==> config.mk <==
export PLATFORM = sky130hd
export DESIGN_NAME = ifu_prefetch
export DESIGN_NICKNAME = d
export VERILOG_FILES = /design/src/rtl/core101_pkg.sv /design/src/rtl/ifu_fifo.sv /design/src/rtl/ifu_prefetch.sv
export SDC_FILE = /design/constraint.sdc
export NUM_CORES = 1
export LEC_CHECK = 0
export CORE_MARGIN = 3
export CORE_UTILIZATION = 45
export CTS_CLUSTER_DIAMETER = 100
export CTS_CLUSTER_SIZE = 30
export DETAILED_ROUTE_END_ITERATION = 10
export DONT_BUFFER_PORTS = 1
export GPL_TIMING_DRIVEN = 0
export PLACE_DENSITY_LB_ADDON = 0.3
export REMOVE_ABC_BUFFERS = 1
export SETUP_SLACK_MARGIN = 0.3
export SYNTH_ARGS = -nofsm -noshare
export SYNTH_HDL_FRONTEND = slang
export SYNTH_HIERARCHICAL = 1
export SYNTH_SLANG_ARGS = --single-unit
==> constraint.sdc <==
create_clock -name clock_in -period 6 [get_ports clock_in]
set_input_delay 0.9 -clock clock_in [delete_from_list [all_inputs] [get_ports clock_in]]
set_output_delay 0.9 -clock clock_in [all_outputs]
set_load 0.1 [all_outputs]
==> src/rtl/core101_pkg.sv <==
// Shared definitions for the core101 fetch path: default address width,
// instruction word width and the prefetch FSM state encoding.
package core101_pkg;

    localparam int XLEN_DEFAULT = 32;
    localparam int INSTR_W      = 32;

    typedef enum logic [1:0] {
        IDLE    = 2'b00,
        REQ     = 2'b01,
        DISCARD = 2'b10
    } fetch_state_e;

endpackage

==> src/rtl/ifu_fifo.sv <==
// Prefetch queue: power-of-two ring buffer with push/pop/flush and an
// occupancy count; the head entry is read combinationally from storage.
module ifu_fifo #(
    parameter int WIDTH = 64,
    parameter int DEPTH = 4
) (
    input  logic                     clk,
    input  logic                     rst_n,
    input  logic                     flush,
    input  logic                     push,
    input  logic [WIDTH-1:0]         push_data,
    input  logic                     pop,
    output logic [WIDTH-1:0]         head_data,
    output logic [$clog2(DEPTH):0]   count
);

    localparam int             AW      = $clog2(DEPTH);
    localparam logic [AW:0]    FULL    = (AW+1)'(DEPTH);
    localparam logic [AW:0]    CNT_ONE = (AW+1)'(1);
    localparam logic [AW-1:0]  PTR_ONE = AW'(1);

    logic [WIDTH-1:0] mem_r [DEPTH];
    logic [AW-1:0]    rd_ptr_r;
    logic [AW-1:0]    wr_ptr_r;
    logic [AW:0]      count_r;
    logic             do_pop_s;
    logic             do_push_s;

    // A full queue still accepts a push when the head leaves in the same cycle.
    always_comb begin
        do_pop_s  = pop && (count_r != '0);
        do_push_s = push && ((count_r != FULL) || do_pop_s);
    end

    // Entry storage, deliberately without reset.
    always_ff @(posedge clk) begin
        if (do_push_s && !flush) begin
            mem_r[wr_ptr_r] <= push_data;
        end
    end

    // Pointers wrap naturally at DEPTH since DEPTH is a power of two.
    always_ff @(posedge clk) begin
        if (!rst_n || flush) begin
            rd_ptr_r <= '0;
            wr_ptr_r <= '0;
            count_r  <= '0;
        end else begin
            if (do_push_s) begin
                wr_ptr_r <= wr_ptr_r + PTR_ONE;
            end
            if (do_pop_s) begin
                rd_ptr_r <= rd_ptr_r + PTR_ONE;
            end
            case ({do_push_s, do_pop_s})
                2'b10:   count_r <= count_r + CNT_ONE;
                2'b01:   count_r <= count_r - CNT_ONE;
                default: count_r <= count_r;
            endcase
        end
    end

    assign head_data = mem_r[rd_ptr_r];
    assign count     = count_r;

endmodule

==> src/rtl/ifu_prefetch.sv <==
// Instruction prefetch unit: issues one outstanding read at a time, tracks the
// fetch PC and fills a small queue that the decode stage drains.
module ifu_prefetch
    import core101_pkg::*;
#(
    parameter int              XLEN       = XLEN_DEFAULT,
    parameter int              DEPTH      = 4,
    parameter logic [XLEN-1:0] RESET_ADDR = '0,
    parameter int              PC_STEP    = 4
) (
    input  logic                     clock_in,
    input  logic                     reset_in,
    input  logic                     halt_in,
    input  logic                     redirect_in,
    input  logic [XLEN-1:0]          redirect_addr_in,
    output logic [XLEN-1:0]          mem_addr_out,
    output logic                     mem_read_out,
    input  logic                     mem_valid_in,
    input  logic [INSTR_W-1:0]       mem_data_in,
    output logic [INSTR_W-1:0]       ir_data_out,
    output logic [XLEN-1:0]          ir_addr_out,
    output logic                     ir_valid_out,
    input  logic                     ir_ready_in,
    output logic [$clog2(DEPTH):0]   fifo_count_out
);

    localparam int              CW       = $clog2(DEPTH) + 1;
    localparam int              EW       = INSTR_W + XLEN;
    localparam logic [CW-1:0]   FULL     = CW'(DEPTH);
    localparam logic [CW-1:0]   CNT_ONE  = CW'(1);
    localparam logic [XLEN-1:0] STEP     = XLEN'(PC_STEP);

    fetch_state_e     state_r;
    fetch_state_e     state_nxt_s;
    logic [XLEN-1:0]  pc_r;
    logic [XLEN-1:0]  pc_nxt_s;
    logic [XLEN-1:0]  addr_r;
    logic [XLEN-1:0]  addr_nxt_s;
    logic             read_r;
    logic             push_s;
    logic             pop_s;
    logic             flush_s;
    logic [CW-1:0]    count_s;
    logic [CW-1:0]    occ_nxt_s;
    logic [EW-1:0]    head_s;

    assign pop_s     = ir_valid_out && ir_ready_in;
    assign occ_nxt_s = count_s + CNT_ONE - CW'(pop_s);

    // Next-state, PC and queue-control decode; redirect dominates everything.
    always_comb begin
        state_nxt_s = state_r;
        pc_nxt_s    = pc_r;
        addr_nxt_s  = addr_r;
        push_s      = 1'b0;
        flush_s     = 1'b0;
        case (state_r)
            IDLE: begin
                if (redirect_in) begin
                    flush_s  = 1'b1;
                    pc_nxt_s = redirect_addr_in;
                end else if (!halt_in && (count_s < FULL)) begin
                    state_nxt_s = REQ;
                    addr_nxt_s  = pc_r;
                end else begin
                    state_nxt_s = IDLE;
                end
            end
            REQ: begin
                if (redirect_in) begin
                    flush_s     = 1'b1;
                    pc_nxt_s    = redirect_addr_in;
                    state_nxt_s = mem_valid_in ? IDLE : DISCARD;
                end else if (mem_valid_in) begin
                    push_s     = 1'b1;
                    pc_nxt_s   = pc_r + STEP;
                    addr_nxt_s = pc_r + STEP;
                    if (!halt_in && (occ_nxt_s < FULL)) begin
                        state_nxt_s = REQ;
                    end else begin
                        state_nxt_s = IDLE;
                    end
                end else begin
                    state_nxt_s = REQ;
                end
            end
            DISCARD: begin
                // The old address stays on the bus; only the fetch PC follows redirects.
                if (redirect_in) begin
                    flush_s  = 1'b1;
                    pc_nxt_s = redirect_addr_in;
                end else begin
                    pc_nxt_s = pc_r;
                end
                if (mem_valid_in) begin
                    state_nxt_s = IDLE;
                end else begin
                    state_nxt_s = DISCARD;
                end
            end
            default: begin
                state_nxt_s = IDLE;
            end
        endcase
    end

    // State, PC, bus address and read strobe registers.
    always_ff @(posedge clock_in) begin
        if (!reset_in) begin
            state_r <= IDLE;
            pc_r    <= RESET_ADDR;
            addr_r  <= RESET_ADDR;
            read_r  <= 1'b0;
        end else begin
            state_r <= state_nxt_s;
            pc_r    <= pc_nxt_s;
            addr_r  <= addr_nxt_s;
            read_r  <= (state_nxt_s != IDLE);
        end
    end

    ifu_fifo #(
        .WIDTH (EW),
        .DEPTH (DEPTH)
    ) u_fifo (
        .clk       (clock_in),
        .rst_n     (reset_in),
        .flush     (flush_s),
        .push      (push_s),
        .push_data ({mem_data_in, addr_r}),
        .pop       (pop_s && !redirect_in),
        .head_data (head_s),
        .count     (count_s)
    );

    assign mem_addr_out   = addr_r;
    assign mem_read_out   = read_r;
    assign ir_data_out    = head_s[EW-1:XLEN];
    assign ir_addr_out    = head_s[XLEN-1:0];
    assign ir_valid_out   = (count_s != '0);
    assign fifo_count_out = count_s;

endmodule

Word-level counts from Yosys, hierarchy flattened. Memory sizes are Yosys's and may differ from the RTL's. A register that Yosys moved wholly into a read port is not among the register bits. Cells that the tools add are included.

Magnitude comparators: 2. Reduce and logical (&&, ||, !) cells: 23. Multiplexer cells: 25. Equality and inequality tests: 11. Add/sub/neg operators: 6.

Operators by type and width (count): $mux W32 (6); $pmux W32 S2 (2); $add A32 B3 Y32 const B (1); $mux W2 (6); $mux W1 (9); $ne A2 B2 Y1 const B (4); $reduce_bool A2 Y1 (4); $logic_and A1 B1 Y1 (7); $lt A3 B3 Y1 const B (2); $ne A3 B3 Y1 const B (2); $pmux W2 S3 (1); $pmux W3 S2 (1); $reduce_and A5 Y1 (1); $add A2 B1 Y2 const B (2); $eq A2 B1 Y1 const B (2); $eq A2 B2 Y1 const B (2); $logic_not A1 Y1 (4); $add A3 B1 Y3 const B (1); $reduce_and A3 Y1 (1); $reduce_bool A3 Y1 (1); $reduce_or A3 Y1 (1); $sub A3 B1 Y3 (1); $sub A3 B1 Y3 const B (1); $logic_not A2 Y1 (1); 3 further kinds (4).

Register bits after elaboration: 74. Memories: 1. Bits in writable memories: 256. Input bits: 70. Output and inout port bits: 101. Logic and storage cells: 75.

Memory list: u_fifo.mem_r (words 4, width 64, rd ports 1, clocked after Yosys merged registers in 1, wr ports 1, RTL line ifu_fifo.sv:22) `logic [WIDTH-1:0] mem_r [DEPTH];`.

Longest topological paths before layout.
Word-level depth: 10. Gate-level depth with buffers: 12. Gate-level depth less buffers: 10.

Modules after synthesis. Netlist, hierarchy kept.

By module, submodules not included: ifu_fifo (sequential area each 7867.5 sq um, instances 1, area an instance 9829.4 sq um, cells an instance 400); ifu_prefetch (sequential area each 1341.3 sq um, instances 1, area an instance 3807.4 sq um, cells an instance 492).

Worst setup path before layout. Ideal clock, no wire load.

Path kind: register to register. From: reg u_fifo.count_r[1] (netlist: u_fifo/count[1]). To: mem u_fifo.mem_r[0][0] (enable). Path slack: 1.578 ns. Cell stages (with the launch flop): 7. Data arrival time: 3.993 ns. Clock period less this slack: 4.422 ns. Required time: 5.571 ns. Setup time: 0.429 ns. Path buffers: 1. Cell sequence: dfxtp_1 or3_1 and3b_1 buf_6 o41ai_4 nor2_1 and2_1.

Longest elaborated chain between the ends: 9. Elaborated cells on any way between the ends: 10. Classes of those cells: eq/ne: 1; mux: 2; reduce/logical: 7.

RTL lines: start: declaration (RTL line ifu_fifo.sv:25) `logic [AW:0] count_r;`; start signal: assignment (RTL line ifu_fifo.sv:56) `2'b10: count_r <= count_r + CNT_ONE;`; start signal: assignment (RTL line ifu_fifo.sv:57) `2'b01: count_r <= count_r - CNT_ONE;`; start signal: assignment (RTL line ifu_fifo.sv:58) `default: count_r <= count_r;`; $reduce_bool A3 Y1 * (RTL line ifu_prefetch.sv:140) `assign ir_valid_out = (count_s != '0);`; via ir_valid_out (RTL line ifu_prefetch.sv:22) `output logic ir_valid_out,`; $logic_and A1 B1 Y1 (RTL line ifu_prefetch.sv:47) `assign pop_s = ir_valid_out && ir_ready_in;`; $logic_and A1 B1 Y1 (RTL line ifu_prefetch.sv:131) `.pop (pop_s && !redirect_in),`; $logic_and A1 B1 Y1 * (RTL line ifu_fifo.sv:31) `do_pop_s = pop && (count_r != '0);`; $logic_or A1 B1 Y1 * (RTL line ifu_fifo.sv:32) `do_push_s = push && ((count_r != FULL) || do_pop_s);`; $logic_and A1 B1 Y1 * (RTL line ifu_fifo.sv:32); $logic_and A1 B1 Y1 * (RTL line ifu_fifo.sv:37) `if (do_push_s && !flush) begin`; $mux W1 * (RTL line ifu_fifo.sv:37); $mux W1 (implied by the code) * (RTL line ifu_fifo.sv:38) `mem_r[wr_ptr_r] <= push_data;`; end: declaration (RTL line ifu_fifo.sv:22).

The timed path passes the listed nets; every way through them passes the cells marked *.

Final worst setup path.
From: reg u_fifo.count_r[1] (netlist: u_fifo/count[1]). To: mem u_fifo.mem_r[0][28] (enable).

The elaborated chain is that of the path after synthesis.

==> results.json <==
{
  "fin_crit_sh_pct": 70.0,
  "dp_cells": 1223,
  "netlist_area_um2": 13600,
  "slowest_stage": "dfxtp_1",
  "grt_max_degree": 49,
  "grt_pass1_wl_um": 45200,
  "pin_count": 171,
  "synth-edff-count": 256,
  "synth_area_leaders": "edfxtp_1 (56%), dfxtp_1 (11%), mux4_2 (11%), a21oi_1 (1.7%), o21ai_0 (1.5%)",
  "slew_violations": 0,
  "wl_met2_um": 14400,
  "nets": 926,
  "start_util_pct": 45.9,
  "dr.pass1.iters": 7,
  "synth_seq_cells": 332,
  "status": "completed",
  "startpoint_type": "flip-flop",
  "hold_viol": 0,
  "cts_max_path_buffers": 3,
  "syn_avg_cell_area_um2": 15.3,
  "htreeDepth": 1,
  "hpwl_um": 18800,
  "cts_tree": "built",
  "core_area_um2": 29700,
  "ctsRootBufferMaster": "clkbuf_16",
  "globalplace.congestion": 0.834,
  "path_cells": "or3_1, and3b_1, o41ai_4, nor2_1, and2_4, buf_12",
  "ir_worst_vdd_mv": 0.146,
  "die_w_um": 180,
  "first_global_vias": 7319,
  "clk_latency_ns": 0.52,
  "wl_met1_um": 12000,
  "synth_warnings": 6,
  "grt-ovfl-total": 0,
  "vias": 7424,
  "slew_headroom_pct": 9.04,
  "async_flop_share_pct": 0,
  "dieArea_um2": 32400,
  "synth_most_common_cell": "edfxtp_1",
  "antenna_found_initial": 2,
  "setup_viol_count_final": 0,
  "drt_iter0_drc": 638,
  "max_freq_mhz": 238,
  "cts_made_buffers": 15,
  "synth_flop_cell": "edfxtp_1",
  "hold_buffers": 0,
  "area_delta_synth_final_pct": 6.34,
  "rows": 63,
  "crit_path_end_kind": "flip-flop",
  "path_clk_slew_ns": 0.11,
  "yosysSeqAreaShare_pct": 67.5,
  "drc": 0,
  "drv_cap": 0,
  "track_usage_pct": 17.7,
  "antenna_left": 0,
  "netlist-cell-type-count": 66,
  "dpl_cell_area_um2": 14000,
  "yosysTopAreaCellShare_pct": 56.4,
  "cts.sinks": 332,
  "wl_um": 29300,
  "critPathMaxStageDelay_ns": 1.24,
  "highest_layer": "met4",
  "portBuffers": 0,
  "hold_path.class": "reg -> reg",
  "post_cts.repair.setup_buffers": 0,
  "powerDensity_nw_per_um2": 281,
  "final_layout_size_suffix_gt1_share_pct": 13.3,
  "route.met3.wl_um": 2670,
  "period_needed_ns": 4.20,
  "whs_ns": 0.465,
  "grt_setup_unrepaired": "false",
  "critPathRequiredTime_ns": 6.20,
  "synth_common_cells": "edfxtp_1 (256), dfxtp_1 (76), mux4_2 (64)",
  "drt-vias-per-instance": 5.94,
  "cts_resized": 0,
  "synth_cells": 892,
  "synth_top_area_cell": "edfxtp_1",
  "final.setup_skew_ns": 0.0179,
  "final_cell_area_um2": 14500,
  "drt-wirelength-per-cell_um": 23.5,
  "tightest_slew_ns": 1.36,
  "critical_path_class": "reg -> reg",
  "p_leak_nw": 4.38,
  "layoutNonFillerInstCount": 1250,
  "cp_max_fo": 33,
  "arrival_ns": 4.39,
  "nFillCells": 2467,
  "die_y_um": 180
}
[critical path: cells and delay by family (launching register included)]
| family | cells | cell delay [ns] |
|---|---|---|
| AOI/OAI and AO/OA | 1 | 0.13 |
| buffers and inverters | 1 | 0.29 |
| and+or+nand+nor | 4 | 2.16 |
| DFF | 1 | 1.24 |
[worst paths after layout]
check	cells past startpoint	to	start	slack (ns)
max	6	u_fifo/mem_r[0][28]$_DFFE_PP_	u_fifo/count[1]$_SDFFE_PP0P_	1.80
min reg2reg	2	pc_r[1]$_SDFFE_PN0P_	pc_r[1]$_SDFFE_PN0P_	0.46
max reg2reg	6	u_fifo/mem_r[0][28]$_DFFE_PP_	u_fifo/count[1]$_SDFFE_PP0P_	1.80
min	2	pc_r[1]$_SDFFE_PN0P_	pc_r[1]$_SDFFE_PN0P_	0.46
[sequential cells by signal (all words and copies together) (netlist names), named ones only]
signal and count:
mem_addr_out 32, u_fifo/rd_ptr_r 2, u_fifo/wr_ptr_r 2, u_fifo/mem_r 256
state_r 2, mem_read_out 1, pc_r 32, u_fifo/count 3
[where the power goes]
part	total (mW)	internal [mW]	switching, mW
registers	2.67	2.51	0.167
clock network	1.26	0.571	0.689
logic	0.135	0.0480	0.0869
[final cells by class]
type / count / area, µm² / area share (%)
diodes: 1 / 2.50 / 0.0173
clock buffers: 21 / 398 / 2.74
clock inverters: 5 / 92.6 / 0.638
inverters: 9 / 33.8 / 0.233
multi-input cells: 485 / 4090 / 28.2
flip-flops and latches: 332 / 9220 / 63.6
well taps: 390 / 488 / 3.36
repair buffers: 7 / 185 / 1.28
[layout by cell type, fill, tap and decap left out, drive strengths merged, types with 15 or more instances in the layout]
cell / instances
edfxtp: 256
dfxtp: 76
mux4: 64
nand2: 49
a21oi: 47
nor2: 45
o21ai: 40
nand3: 26
nand4: 21
clkbuf: 21
xor2: 17
nor3: 17
xnor2: 15
[metrics by stage]
step / setup TNS, ns / utilization (%) / total power [mW] / setup WS (ns)
6_report: 0 / 48.8 / 4.07 / 1.80
5_1_grt: 0 / 48.8 / 4.23 / 1.52
4_1_cts: 0 / 48.8 / 4.13 / 1.73
3_5_place_dp: 0 / 47.1 / 2.86 / 1.73
3_3_place_gp: -71.54 / 46.4 / 2.86 / -0.326
2_1_floorplan: 0 / - / 2.81 / 1.29
[logic make-up after synthesis]
logic type / share of synthesized area (%)
AOI/OAI and AO/OA: 7.21
adders and majority gates: 0.606
DFF: 67.5
and+or+nand+nor: 8.59
xor gates and xnor gates: 2.06
buffers and inverters: 2.74
muxes: 11.3
[routing by layer]
layer | track usage [%] | vias to the layer above
met1 | 23.8 | 3787
met2 | 29.2 | 219
met5 | 0 | -
met3 | 5.87 | 15
li1 | - | 3403
met4 | 2.73 | 0
No activity file was read; power rests on OpenSTA's default activity.
